$ cat src/rtl/div_seq_pkg.sv
// div_seq_pkg: shared state codes and handshake constants for the sequential divider
package div_seq_pkg;
  localparam int DIV_WIDTH = 32;
  typedef enum logic [1:0] {
    DIV_FREE   = 2'b00,
    DIV_BYZERO = 2'b01,
    DIV_ON     = 2'b10,
    DIV_END    = 2'b11
  } div_state_e;
  localparam logic DIV_RESULT_READY     = 1'b1;
  localparam logic DIV_RESULT_NOT_READY = 1'b0;
  localparam logic DIV_START            = 1'b1;
  localparam logic DIV_STOP             = 1'b0;
endpackage

$ cat src/rtl/div_seq_if.sv
// div_seq_if: EX-stage to divider request/result bundle
interface div_seq_if import div_seq_pkg::*; #(parameter int WIDTH = DIV_WIDTH);
  logic               signed_div_i;
  logic [WIDTH-1:0]   opdata1_i;
  logic [WIDTH-1:0]   opdata2_i;
  logic               start_i;
  logic               annul_i;
  logic [2*WIDTH-1:0] result_o;
  logic               ready_o;
  modport master (
    output signed_div_i, opdata1_i, opdata2_i, start_i, annul_i,
    input  result_o, ready_o
  );
  modport slave (
    input  signed_div_i, opdata1_i, opdata2_i, start_i, annul_i,
    output result_o, ready_o
  );
endinterface

$ cat src/rtl/div_seq_step.sv
// div_seq_step: one restoring trial-subtract/shift iteration of the divider
module div_seq_step #(
  parameter int WIDTH = 32
) (
  input  logic [WIDTH-1:0] r_i,
  input  logic [WIDTH-1:0] q_i,
  input  logic [WIDTH-1:0] d_i,
  output logic [WIDTH-1:0] r_o,
  output logic [WIDTH-1:0] q_o
);
  logic [WIDTH:0] trial;
  assign trial = {r_i, q_i[WIDTH-1]} - {1'b0, d_i};
  assign r_o   = trial[WIDTH] ? {r_i[WIDTH-2:0], q_i[WIDTH-1]} : trial[WIDTH-1:0];
  assign q_o   = {q_i[WIDTH-2:0], ~trial[WIDTH]};
endmodule

$ cat src/rtl/div_seq.sv
// div_seq: multi-cycle radix-2 restoring divider (DIV/DIVU) returning {HI=rem, LO=quot}
module div_seq import div_seq_pkg::*; #(
  parameter int WIDTH = DIV_WIDTH
) (
  input logic        clk,
  input logic        rst,
  div_seq_if.slave   bus
);
  localparam int CW = $clog2(WIDTH);
  div_state_e         state_q, state_d;
  logic [CW-1:0]      cnt_q, cnt_d;
  logic [WIDTH-1:0]   r_q, r_d, q_q, q_d, dv_q, dv_d;
  logic               rneg_q, rneg_d, qneg_q, qneg_d;
  logic [2*WIDTH-1:0] result_q, result_d;
  logic               ready_q, ready_d;
  logic [WIDTH-1:0]   r_nx, q_nx, op1_abs, op2_abs;
  logic               go, stop, last;
  assign go      = bus.start_i == DIV_START && !bus.annul_i;
  assign stop    = bus.annul_i || bus.start_i == DIV_STOP;
  assign last    = cnt_q == CW'(WIDTH - 1);
  assign op1_abs = (bus.signed_div_i && bus.opdata1_i[WIDTH-1]) ? -bus.opdata1_i : bus.opdata1_i;
  assign op2_abs = (bus.signed_div_i && bus.opdata2_i[WIDTH-1]) ? -bus.opdata2_i : bus.opdata2_i;
  assign bus.result_o = result_q;
  assign bus.ready_o  = ready_q;
  div_seq_step #(.WIDTH(WIDTH)) u_step (
    .r_i (r_q),
    .q_i (q_q),
    .d_i (dv_q),
    .r_o (r_nx),
    .q_o (q_nx)
  );
  // next state: accept/latch in FREE, iterate in ON, sign-fix on the final iteration
  always_comb begin
    state_d  = state_q;
    cnt_d    = cnt_q;
    r_d      = r_q;
    q_d      = q_q;
    dv_d     = dv_q;
    rneg_d   = rneg_q;
    qneg_d   = qneg_q;
    result_d = result_q;
    ready_d  = ready_q;
    case (state_q)
      DIV_FREE: begin
        result_d = '0;
        ready_d  = DIV_RESULT_NOT_READY;
        if (go) begin
          state_d = bus.opdata2_i == '0 ? DIV_BYZERO : DIV_ON;
          cnt_d   = '0;
          r_d     = '0;
          q_d     = op1_abs;
          dv_d    = op2_abs;
          rneg_d  = bus.signed_div_i && bus.opdata1_i[WIDTH-1];
          qneg_d  = bus.signed_div_i && (bus.opdata1_i[WIDTH-1] ^ bus.opdata2_i[WIDTH-1]);
        end
      end
      DIV_BYZERO: begin
        state_d  = stop ? DIV_FREE : DIV_END;
        ready_d  = stop ? DIV_RESULT_NOT_READY : DIV_RESULT_READY;
        result_d = '0;
      end
      DIV_ON: begin
        if (stop) begin
          state_d  = DIV_FREE;
          result_d = '0;
          ready_d  = DIV_RESULT_NOT_READY;
        end else begin
          r_d   = r_nx;
          q_d   = q_nx;
          cnt_d = cnt_q + 1'b1;
          if (last) begin
            state_d  = DIV_END;
            ready_d  = DIV_RESULT_READY;
            result_d = {rneg_q ? -r_nx : r_nx, qneg_q ? -q_nx : q_nx};
          end
        end
      end
      DIV_END: begin
        if (stop) begin
          state_d  = DIV_FREE;
          result_d = '0;
          ready_d  = DIV_RESULT_NOT_READY;
        end
      end
      default: state_d = DIV_FREE;
    endcase
  end
  // state and datapath registers, cleared asynchronously
  always_ff @(posedge clk or negedge rst) begin
    if (!rst) begin
      state_q  <= DIV_FREE;
      cnt_q    <= '0;
      r_q      <= '0;
      q_q      <= '0;
      dv_q     <= '0;
      rneg_q   <= 1'b0;
      qneg_q   <= 1'b0;
      result_q <= '0;
      ready_q  <= DIV_RESULT_NOT_READY;
    end else begin
      state_q  <= state_d;
      cnt_q    <= cnt_d;
      r_q      <= r_d;
      q_q      <= q_d;
      dv_q     <= dv_d;
      rneg_q   <= rneg_d;
      qneg_q   <= qneg_d;
      result_q <= result_d;
      ready_q  <= ready_d;
    end
  end
endmodule

$ cat src/flat_wrapper.sv
// flat-port wrapper written by rule: the top's interface ports become plain ports
module div_seq_flat import div_seq_pkg::*;
#(
  parameter int WIDTH = DIV_WIDTH
)
  (clk, rst, bus_signed_div_i, bus_opdata1_i, bus_opdata2_i, bus_start_i, bus_annul_i, bus_result_o, bus_ready_o);
  div_seq_if #(.WIDTH(WIDTH)) bus_i ();
  input logic clk;
  input logic rst;
  input wire logic [$bits(bus_i.signed_div_i)-1:0] bus_signed_div_i;
  input wire logic [$bits(bus_i.opdata1_i)-1:0] bus_opdata1_i;
  input wire logic [$bits(bus_i.opdata2_i)-1:0] bus_opdata2_i;
  input wire logic [$bits(bus_i.start_i)-1:0] bus_start_i;
  input wire logic [$bits(bus_i.annul_i)-1:0] bus_annul_i;
  output wire logic [$bits(bus_i.result_o)-1:0] bus_result_o;
  output wire logic [$bits(bus_i.ready_o)-1:0] bus_ready_o;
  assign bus_i.signed_div_i = bus_signed_div_i;
  assign bus_i.opdata1_i = bus_opdata1_i;
  assign bus_i.opdata2_i = bus_opdata2_i;
  assign bus_i.start_i = bus_start_i;
  assign bus_i.annul_i = bus_annul_i;
  assign bus_result_o = bus_i.result_o;
  assign bus_ready_o = bus_i.ready_o;
  div_seq #(.WIDTH(WIDTH)) u_core (.clk(clk), .rst(rst), .bus(bus_i));
endmodule
$ cat config.mk
export PLATFORM = sky130hd
export DESIGN_NAME = div_seq_flat
export DESIGN_NICKNAME = d
export VERILOG_FILES = /design/src/rtl/div_seq_pkg.sv /design/src/rtl/div_seq_if.sv /design/src/rtl/div_seq_step.sv /design/src/rtl/div_seq.sv /design/src/flat_wrapper.sv
export SDC_FILE = /design/constraint.sdc
export NUM_CORES = 1
export LEC_CHECK = 0
export BUFFER_PORTS_ARGS = -buffer_cell sky130_fd_sc_hd__buf_4
export CAP_MARGIN = 40
export CORE_MARGIN = 2
export CORE_UTILIZATION = 30
export DETAILED_ROUTE_END_ITERATION = 16
export PLACE_DENSITY_LB_ADDON = 0.08
export SETUP_SLACK_MARGIN = 0.4
export SLEW_MARGIN = 30
export SYNTH_ARGS = -nofsm -noshare
export SYNTH_HDL_FRONTEND = slang
export SYNTH_SLANG_ARGS = --single-unit
$ cat constraint.sdc
create_clock -name clk -period 5.8 [get_ports clk]
set_clock_uncertainty 0.1 [all_clocks]
set_input_delay 0.29 -clock clk [delete_from_list [all_inputs] [get_ports clk]]
set_output_delay 0.29 -clock clk [all_outputs]
set_load 0.03 [all_outputs]
* After elaboration in Yosys (flattened, before gate mapping)
Index checks and enable logic that the tools add are counted.
** Operators by class
- Multiplexer cells :: 30
- Equal/unequal tests :: 8
- Add/subtract/negate cells :: 6
- Reduce and logical (&&, ||, !) cells :: 14
- Bitwise operators :: 3
** Operators with widths (count)
- 32-bit 2-to-1 mux :: 9
- 64-bit 2-to-1 mux :: 3
- 64-bit case mux with 3 select lines :: 1
- 32-bit negation :: 4
- 32-bit case mux with 2 select lines :: 2
- 33-bit by 32-bit subtractor with 33-bit output :: 1
- 32-bit zero test :: 1
- 2-bit 2-to-1 mux :: 6
- 5-bit 2-to-1 mux :: 2
- 5-bit case mux with 2 select lines :: 1
- 2-bit case mux with 4 select lines :: 1
- 3-bit AND reduction :: 2
- 5-bit by 1-bit adder with 5-bit output (second input constant) :: 1
- 5-bit equality test (second input constant) :: 1
- 2-bit equality test (second input constant) :: 2
- 1-bit logical AND :: 4
- 1-bit 2-to-1 mux :: 4
- 2-bit by 1-bit != test with 1-bit output (second input constant) :: 2
- 1-bit case mux with 4 select lines :: 1
- 2-bit AND reduction :: 2
- 3-bit by 1-bit != test with 1-bit output (second input constant) :: 1
- 2-bit by 1-bit equality test with 1-bit output (second input constant) :: 1
- 2-bit zero test :: 1
- 2-bit != test (second input constant) :: 1
- 6 further kinds :: 7
** Word-level totals
- Bits in registers :: 170
- Word-level logic and storage cells :: 70
- Bits of input ports :: 69
- Output and inout port bits :: 65

* Logic depth before layout (Yosys ltp)
Gate-level depths: netlist of the first run.
- Depth after elaboration :: 7
- Depth in mapped cells :: 25
- Depth with buffers taken out :: 21

* Modules after synthesis
A second synthesis of the first run with hierarchy kept.
** Second synthesis, totals
- Cells, all modules :: 1340
- Area, all modules :: 11796.3 um^2
** Modules (own cells, without submodules)
- div_seq :: times used 1, sequential area each 4254.1 um^2, area an instance 9205.1 um^2, cells an instance 1004
- div_seq_step :: times used 1, sequential area each 0.0 um^2, area an instance 2591.2 um^2, cells an instance 336

* Least setup slack after synthesis of the first run
Ideal clock, no wire load.
- Path kind :: register to register
- From :: reg u_core.q_q[31]
- To :: reg u_core.result_q[62] (netlist: u_core.bus.result_o[62])
- Period minus slack after synthesis :: 6104 ps
- Cell stages (with the launch flop) :: 26
- Buffers on the path :: 4
- Library setup time :: 133 ps
- Setup slack :: -304 ps
- Data arrival time :: 5870 ps
- Cells stage by stage :: dfrtp_1 -> inv_1 -> ha_1 -> inv_1 -> fa_1 -> a21o_1 -> a221oi_2 -> o31ai_2 -> a311o_1 -> o211a_1 -> buf_6 -> inv_1 -> clkbuf_1 -> clkbuf_1 -> buf_1 -> nor2_1 -> a21oi_1 -> ha_1 -> or3b_2 -> or4_1 -> nand3b_1 -> o41a_1 -> a21o_1 -> o41ai_1 -> xor2_1 -> o21ai_0
** On the way
- Word-level cells in the longest chain between the ends :: 7
** Ends and longest elaborated chain
- start, declared :: line div_seq.sv:12 : logic [WIDTH-1:0] r_q, r_d, q_q, q_d, dv_q, dv_d;
- start signal, assigned :: line div_seq.sv:104 : q_q <= q_d;
- 33-bit by 32-bit subtractor with 33-bit output :: line div_seq_step.sv:12 : assign trial = {r_i, q_i[WIDTH-1]} - {1'b0, d_i};
- 32-bit 2-to-1 mux (*) :: line div_seq_step.sv:13 : assign r_o = trial[WIDTH] ? {r_i[WIDTH-2:0], q_i[WIDTH-1]} : trial[WIDTH-1:0];
- 32-bit negation :: line div_seq.sv:74 : result_d = {rneg_q ? -r_nx : r_nx, qneg_q ? -q_nx : q_nx};
- 32-bit 2-to-1 mux (*) :: line div_seq.sv:74
- 64-bit 2-to-1 mux (*) :: line div_seq.sv:71 : if (last) begin
- 64-bit 2-to-1 mux (*) :: line div_seq.sv:63 : if (stop) begin
- 64-bit case mux with 3 select lines (*) :: line div_seq.sv:43 : case (state_q)
- end signal, assigned :: line div_seq.sv:108 : result_q <= result_d;
- end, declared :: line div_seq.sv:14 : logic [2*WIDTH-1:0] result_q, result_d;
Every way passes the cells marked *; elsewhere a longest branch is shown, timed or not. The select of a mux whose other input is x is not followed.
A chain may end at the register's enable or synchronous reset.

* Final worst setup path of the first run
Ends and elaborated chain as after synthesis.

==> results_dict.tcl, run 1 <==
set metrics [dict create \
    count_of_flip_flops_with_a_built_in_enable_after_synthesis 0 \
    power.density_mw_per_mm2 620 \
    tritoncts.num_buffers 17 \
    switching_fraction_pct 52.0 \
    clkSlewWorstSetupHoldPaths_ns 0.07 \
    area.growth.synth_to_final_pct 18.9 \
    r2r.worst_path.cells 20 \
    power.net_switching_mw 4.56 \
    clkLatencyLatePin_ns 0.45 \
    clock_sink_count 170 \
    synth.lib_cells_used.distinct 66 \
    total_power_mw 8.76 \
    synth_ff_type "dfrtp_1" \
    timing.final.setup_violations 0 \
    num_rows 72 \
    global_placement_routability_congestion 0.888 \
    worst_pin_slew_ns 0.760 \
    maximum_number_of_pins_on_one_net_before_global_route_repair 67 \
    power.share.clock_pct 12.6 \
    vias_in_the_first_global_route 10800 \
    synth_top_area_share_pct 35.8 \
    mappedNetlistArea_mm2 0.0119 \
    seqPwrFrac_pct 21.7 \
    maxSlewViolCount 0 \
    cts_max_path_buffers 2 \
    wire_length_per_cell_after_detailed_routing_um 18.6 \
    num-nets-final 1686 \
    largest_cells_by_area_after_synthesis "dfrtp_1 36%, o21ai_0 8.8%, nand2_1 7.1%" \
    die_h_um 203 \
    ys_seq_elements 170 \
    place.detailed.instances 2065 \
    drc 0 \
    yosys.area.top_type "dfrtp_1" \
    drive_gt1_share_pct 14.4 \
    worst-endpoint-arrival_ns 5.47 \
    hold_path.startpoint "bus_opdata2_i[12]" \
    seq_area_frac_synth_pct 35.8 \
    stdcell_area_mm2 0.0141 \
    power.share.combinational_pct 65.7 \
    synthCells 1471 \
    placed_cell_area_mm2 0.0135 \
    floorplan.die.width_um 203 \
    intPower_mw 4.21 \
    highest_net_fanout_along_the_worst_path 5 \
    cts_tree "built" \
    worstSetupStartpoint "u_core.q_q[31]$_DFFE_PN0P_" \
    ir_worst_vdd_mv 0.336 \
    outcome "completed" \
    synthesis.nets 1583 \
    ios 134 \
    final.min_clock_period_ns 5.25 \
    final_hpwl_dp_um 29800 \
    layout.cells.non_filler 2105 \
    max_slew_margin_vs_limit_pct 49.1 \
    rsz0062_at_grt "true" \
    design.core.area_mm2 0.0389 \
    starting_utilization_of_the_core_area_pct 30.6 \
    setup_total_negative_slack_ns 0 \
    drt.antenna.violating_nets 0 \
    insertedDiodeCount 0 \
    die_area_mm2 0.0413 \
    globalRoute.totalOverflow 0 \
    max_stage_delay_ns 0.45 \
    fmax_mhz 190 \
    synth_most_common_cell "nand2_1" \
    worstSetupPathType "reg2reg" \
    htree_num_levels 4 \
    critPathLaunchType "flip-flop" \
    detailed_route_via_count 10900 \
    globalRouteTotalUtil_pct 19.4 \
    number_of_antenna_violations_at_the_first_check_in_global_routing 0 \
    synth_async_sr_flop_share_pct 100 \
    crit_slowest_cell "or4_4" \
    clock_root_buffer "clkbuf_16" \
    initialDrtViolationCount 686 \
    port_buffers 133 \
    cell_by_cell_listing_of_the_critical_path "inv_2 -> ha_4 -> inv_1 -> fa_2 -> a21o_1 -> a221oi_4 -> o31ai_4 -> a311o_1 -> o211a_1 -> inv_2 -> mux2i_2 -> ha_2 -> or3b_2 -> or4_4 -> nand3b_1 -> o41a_1 -> a21o_1 -> o41ai_2 -> xor2_1 -> o21ai_0" \
    timing.hold.worst_path_depth 3 \
    crit-reg2reg-launch "u_core.q_q[31]$_DFFE_PN0P_" \
    postSynthAreaPerCell_um2 8.08 \
    worstSetupEndpointType "flip-flop" \
    timing.critical_path.required_ns 6.01 \
    first_pass_grt_wire_length_um 62500 \
    timing.max_cap.violations 0 \
    routed_via_density 5.18 \
    hold_viol 0 \
    drt-total-wl_um 39200 \
    p_leak_nw 6.13 \
    layout_worst_path_cycle_share_pct 90.6 \
    synthTopCellsByCount "224 x nand2_1, 209 x o21ai_0, 170 x dfrtp_1, 97 x a21oi_1" \
    hold_wc_path_type "in2reg" \
    drtPass1Iterations 5 \
    yosysWarnings 0 \
]
critical path, delay by kind of cell (launching register included):
kind | cells | cell delay (ns)
compound gates | 9 | 2.16
xor+xnor | 1 | 0.17
fa+ha+maj | 3 | 0.71
buf+inv | 3 | 0.25
flops | 1 | 0.40
mux | 1 | 0.26
simple gates | 3 | 1.07
power by group through the flow:
stage | registers [mW] | logic, mW | clock network (mW)
floorplan | 1.76 | 4.17 | 0
global placement | 1.91 | 5.64 | 0
detailed placement | 1.91 | 5.64 | 0
CTS | 1.89 | 5.67 | 1.14
global route | 1.96 | 6.42 | 1.19
finish | 1.90 | 5.76 | 1.10
kinds of logic after synthesis:
group / count (synthesis) / share of synthesized area [%]
xor+xnor: 145 / 10.7
flops: 170 / 35.8
compound gates: 462 / 23.2
buf+inv: 142 / 4.62
simple gates: 480 / 18.7
fa+ha+maj: 43 / 4.59
mux: 29 / 2.44
metrics by stage:
step | setup slack, ns | hold WS, ns | util, %
2_1_floorplan | 0.418 | -0.106 | -
6_report | 0.547 | 0.0379 | 36.3
3_3_place_gp | 0.457 | 0.214 | 34.5
4_1_cts | 0.412 | 0.0215 | 36.1
3_5_place_dp | 0.404 | 0.212 | 34.7
5_1_grt | 0.333 | 0.0577 | 36.3
cell usage in the layout (no fill, tap or decap), drive strengths merged, types with 4 or more instances in the layout:
cell,instances
a211oi,8
a21o,12
a21oi,97
a22o,7
a22oi,16
a31oi,9
a41oi,4
and2,11
and3,10
buf,164
clkbuf,18
clkinv,7
dfrtp,170
ha,42
inv,65
mux2i,29
nand2,224
nand2b,11
nand3,20
nand3b,7
nand4,11
nor2,81
nor2b,5
nor3,34
nor3b,4
nor4,17
o211ai,9
o21ai,213
o22ai,20
o31ai,22
o41ai,10
or2,4
or3,21
or4,12
xnor2,81
xor2,64
sequential cells by signal, indices dropped and copies added (netlist names):
signal,count
u_core.qneg_q,1
u_core.rneg_q,1
u_core.dv_q,32
u_core.cnt_q,5
u_core.bus.ready_o,1
u_core.q_q,32
u_core.state_q,2
u_core.r_q,32
u_core.bus.result_o,64
final timing paths:
kind	endpoint	slack, ns
worst max register to register	u_core.bus.result_o[62]$_DFFE_PN0P_	0.55
worst min-delay path	u_core.dv_q[12]$_DFFE_PN0P_	0.04
min in group asynchronous	u_core.bus.result_o[36]$_DFFE_PN0P_	0.29
worst max-delay path	u_core.bus.result_o[62]$_DFFE_PN0P_	0.55
max in group asynchronous	u_core.dv_q[29]$_DFFE_PN0P_	4.18
worst min register to register	u_core.dv_q[16]$_DFFE_PN0P_	0.38
final cells by class:
cell class                      instances  area, um2
Fill cell                            4206      24800
Multi-Input combinational cell       1159       7190
Sequential cell                       170       4250
Timing Repair Buffer                  165       1280
Tap cell                              518        648
Clock buffer                           18        429
Inverter                               61        229
Clock inverter                         14        116
repair_timing:
action,4_1_cts,5_1_grt
endpoints found under the hold margin,56,0
gates resized for setup,0,9
buffers inserted,0,7
gates cloned,0,0
hold buffers,1,0
pin swaps,1,8
setup endpoints to repair,1,7
routing by layer:
| metal | track usage, % | vias to the layer above | routed length (um) |
|---|---|---|---|
| met5 | 0 | - | 0 |
| met4 | 5.19 | 0 | 636 |
| met3 | 2.42 | 33 | 1760 |
| met2 | 29.2 | 280 | 17000 |
| met1 | 29.0 | 5133 | 19800 |
| li1 | - | 5453 | - |
(Power assumes the default switching activity.)
==> inputs of run 2 (changes only) <==
- clock period: 5.8 -> 6.3 ns (I/O delays scaled with it)
==> results_dict.tcl, run 2 (synthesized netlist as in run 1, its figures left out) <==
set metrics [dict create \
    critPathLaunchType "flip-flop" \
    min_delay_worst_endpoint "u_core.dv_q[12]$_DFFE_PN0P_" \
    detailed_route_via_count 10900 \
    first_pass_grt_wire_length_um 62000 \
    drive_gt1_share_pct 13.8 \
    layout.cells.most_common_list "223 x nand2_1, 209 x o21ai_0, 169 x dfrtp_1" \
    max_slew_margin_vs_limit_pct 50.2 \
    clkSlewWorstSetupHoldPaths_ns 0.07 \
    clock_sink_count 170 \
    hold_viol 0 \
    num_rows 72 \
    vias_in_the_first_global_route 10600 \
    floorplan.die.width_um 203 \
    num-nets-final 1681 \
    area.growth.synth_to_final_pct 18.8 \
    wire_length_per_cell_after_detailed_routing_um 18.8 \
    highest_net_fanout_along_the_worst_path 5 \
    fin_ws_ns 0.712 \
    clock_root_buffer "clkbuf_16" \
    globalRouteTotalUtil_pct 19.4 \
    globalRoute.totalOverflow 0 \
    drc 0 \
    power.density_mw_per_mm2 577 \
    timing.critical_path.required_ns 6.51 \
    tritoncts.num_buffers 17 \
    rsz0062_at_grt "false" \
    outcome "completed" \
    number_of_antenna_violations_at_the_first_check_in_global_routing 0 \
    setup_total_negative_slack_ns 0 \
    worstSetupEndpointType "flip-flop" \
    layout_worst_path_cycle_share_pct 88.7 \
    cts_tree "built" \
    max_stage_delay_ns 0.46 \
    fmax_mhz 179 \
    design.core.area_mm2 0.0389 \
    num-fill-cells 4133 \
    die_h_um 203 \
    die_area_mm2 0.0413 \
    final.min_clock_period_ns 5.59 \
    timing.max_cap.violations 0 \
    insertedDiodeCount 0 \
    cell_by_cell_listing_of_the_critical_path "inv_1 -> ha_1 -> inv_1 -> fa_1 -> a21o_1 -> a221oi_2 -> o31ai_2 -> a311o_1 -> o211a_2 -> clkinvlp_4 -> mux2i_4 -> ha_2 -> or3b_2 -> or4_4 -> nand3b_1 -> o41a_1 -> a21o_1 -> o41ai_2 -> xor2_1 -> o21ai_0" \
    r2r.worst_path.cells 20 \
    timing.reg2reg.setup_slack_ns 0.71 \
    maxSlewViolCount 0 \
    starting_utilization_of_the_core_area_pct 30.6 \
    crit-reg2reg-launch "u_core.q_q[31]$_DFFE_PN0P_" \
    drt-total-wl_um 39400 \
    drt.antenna.violating_nets 0 \
    drtPass1Iterations 5 \
    clkLatencyLatePin_ns 0.46 \
    initialDrtViolationCount 747 \
    p_leak_nw 6.12 \
    worstReg2RegEnd "u_core.bus.result_o[62]$_DFFE_PN0P_" \
    cts_max_path_buffers 2 \
    ios 134 \
    maximum_number_of_pins_on_one_net_before_global_route_repair 71 \
    routed_via_density 5.21 \
    timing.hold.worst_path_depth 3 \
    final_hpwl_dp_um 29700 \
    dp_worst_setup_slack_ns 0.455 \
    global_placement_routability_congestion 0.890 \
    ir_worst_vdd_mv 0.246 \
    port_buffers 133 \
    hold_wc_path_type "in2reg" \
    htree_num_levels 4 \
    worst_pin_slew_ns 0.740 \
    hold_path.startpoint "bus_opdata2_i[12]" \
    worstSetupPathType "reg2reg" \
    worst-endpoint-arrival_ns 5.80 \
    most_common_cell_after_layout_fill_and_taps_aside "nand2_1" \
    timing.final.setup_violations 0 \
    largest_reg_flops 64 \
    crit_slowest_cell "or4_4" \
]
==> run 2: per-stage QoR <==
stage	total power, mW	instance area, um2	cells	util [%]	hold slack (ns)
finish	8.15	14100	2100	36.3	0.0467
global route	8.89	14100	2100	36.3	0.0590
CTS	8.04	14000	2092	36.0	0.0301
detailed placement	6.87	13400	2059	34.4	0.280
global placement	6.90	13400	2057	34.3	0.285
floorplan	5.37	11900	1471	-	-0.0806
==> run 2: layout make-up <==
class | count | area, um2 | share of cell area (%)
multi-input cells | 1159 | 7150 | 50.6
flip-flops and latches | 170 | 4260 | 30.1
repair buffers | 159 | 1230 | 8.69
well taps | 518 | 648 | 4.59
clock buffers | 17 | 425 | 3.01
inverters | 61 | 233 | 1.65
clock inverters | 15 | 190 | 1.35
repair inverters | 1 | 5.00 | 0.0354
==> run 2: timing repair <==
item | 4_1_cts | 5_1_grt
hold buffers | 1 | 0
setup endpoints to repair | 0 | 5
hold endpoints to repair | 68 | 0
gates resized for setup | 0 | 8
buffers inserted | 0 | 5
==> run 2: power by group <==
group | total [mW] | switching [mW] | internal [mW] | leakage, nW
Sequential | 1.78 | 0.398 | 1.38 | 2.25
Combinational | 5.24 | 3.30 | 1.94 | 3.58
Clock | 1.14 | 0.504 | 0.631 | 0.292
Total | 8.15 | 4.20 | 3.95 | 6.12
==> run 2: worst max-delay path, delay by kind of cell (launching register included) <==
kind	cells	cell delay, ns
AND/OR/NAND/NOR	3	1.09
multiplexers	1	0.26
adder cells (fa/ha/maj)	3	0.79
flip-flops	1	0.39
AO/OA/AOI/OAI	9	2.33
buffers and inverters	3	0.30
XOR/XNOR	1	0.17
==> run 2: how the worst max path moves through the flow <==
stage / startpoint / end / slack (ns) / depth (start not counted)
floorplan: u_core.q_q[31]$_DFFE_PN0P_ / u_core.bus.result_o[62]$_DFFE_PN0P_ / 0.50 / 25
global placement: u_core.q_q[31]$_DFFE_PN0P_ / u_core.bus.result_o[62]$_DFFE_PN0P_ / 0.57 / 20
detailed placement: u_core.q_q[31]$_DFFE_PN0P_ / u_core.bus.result_o[62]$_DFFE_PN0P_ / 0.45 / 20
CTS: u_core.q_q[31]$_DFFE_PN0P_ / u_core.bus.result_o[62]$_DFFE_PN0P_ / 0.43 / 20
global route: u_core.q_q[31]$_DFFE_PN0P_ / u_core.bus.result_o[62]$_DFFE_PN0P_ / 0.40 / 20
finish: u_core.q_q[31]$_DFFE_PN0P_ / u_core.bus.result_o[62]$_DFFE_PN0P_ / 0.71 / 20
==> run 2: metal layers <==
layer  vias up  GRT usage (%)  share of wire (%)  routed length [um]
met1      5226           29.3                 52               20400
met2       249           28.4                 42               16700
met4         0           5.47                1.7                 672
met5         -              0                  0                   0
li1       5431              -                  -                   -
met3        36           2.70                4.1                1630
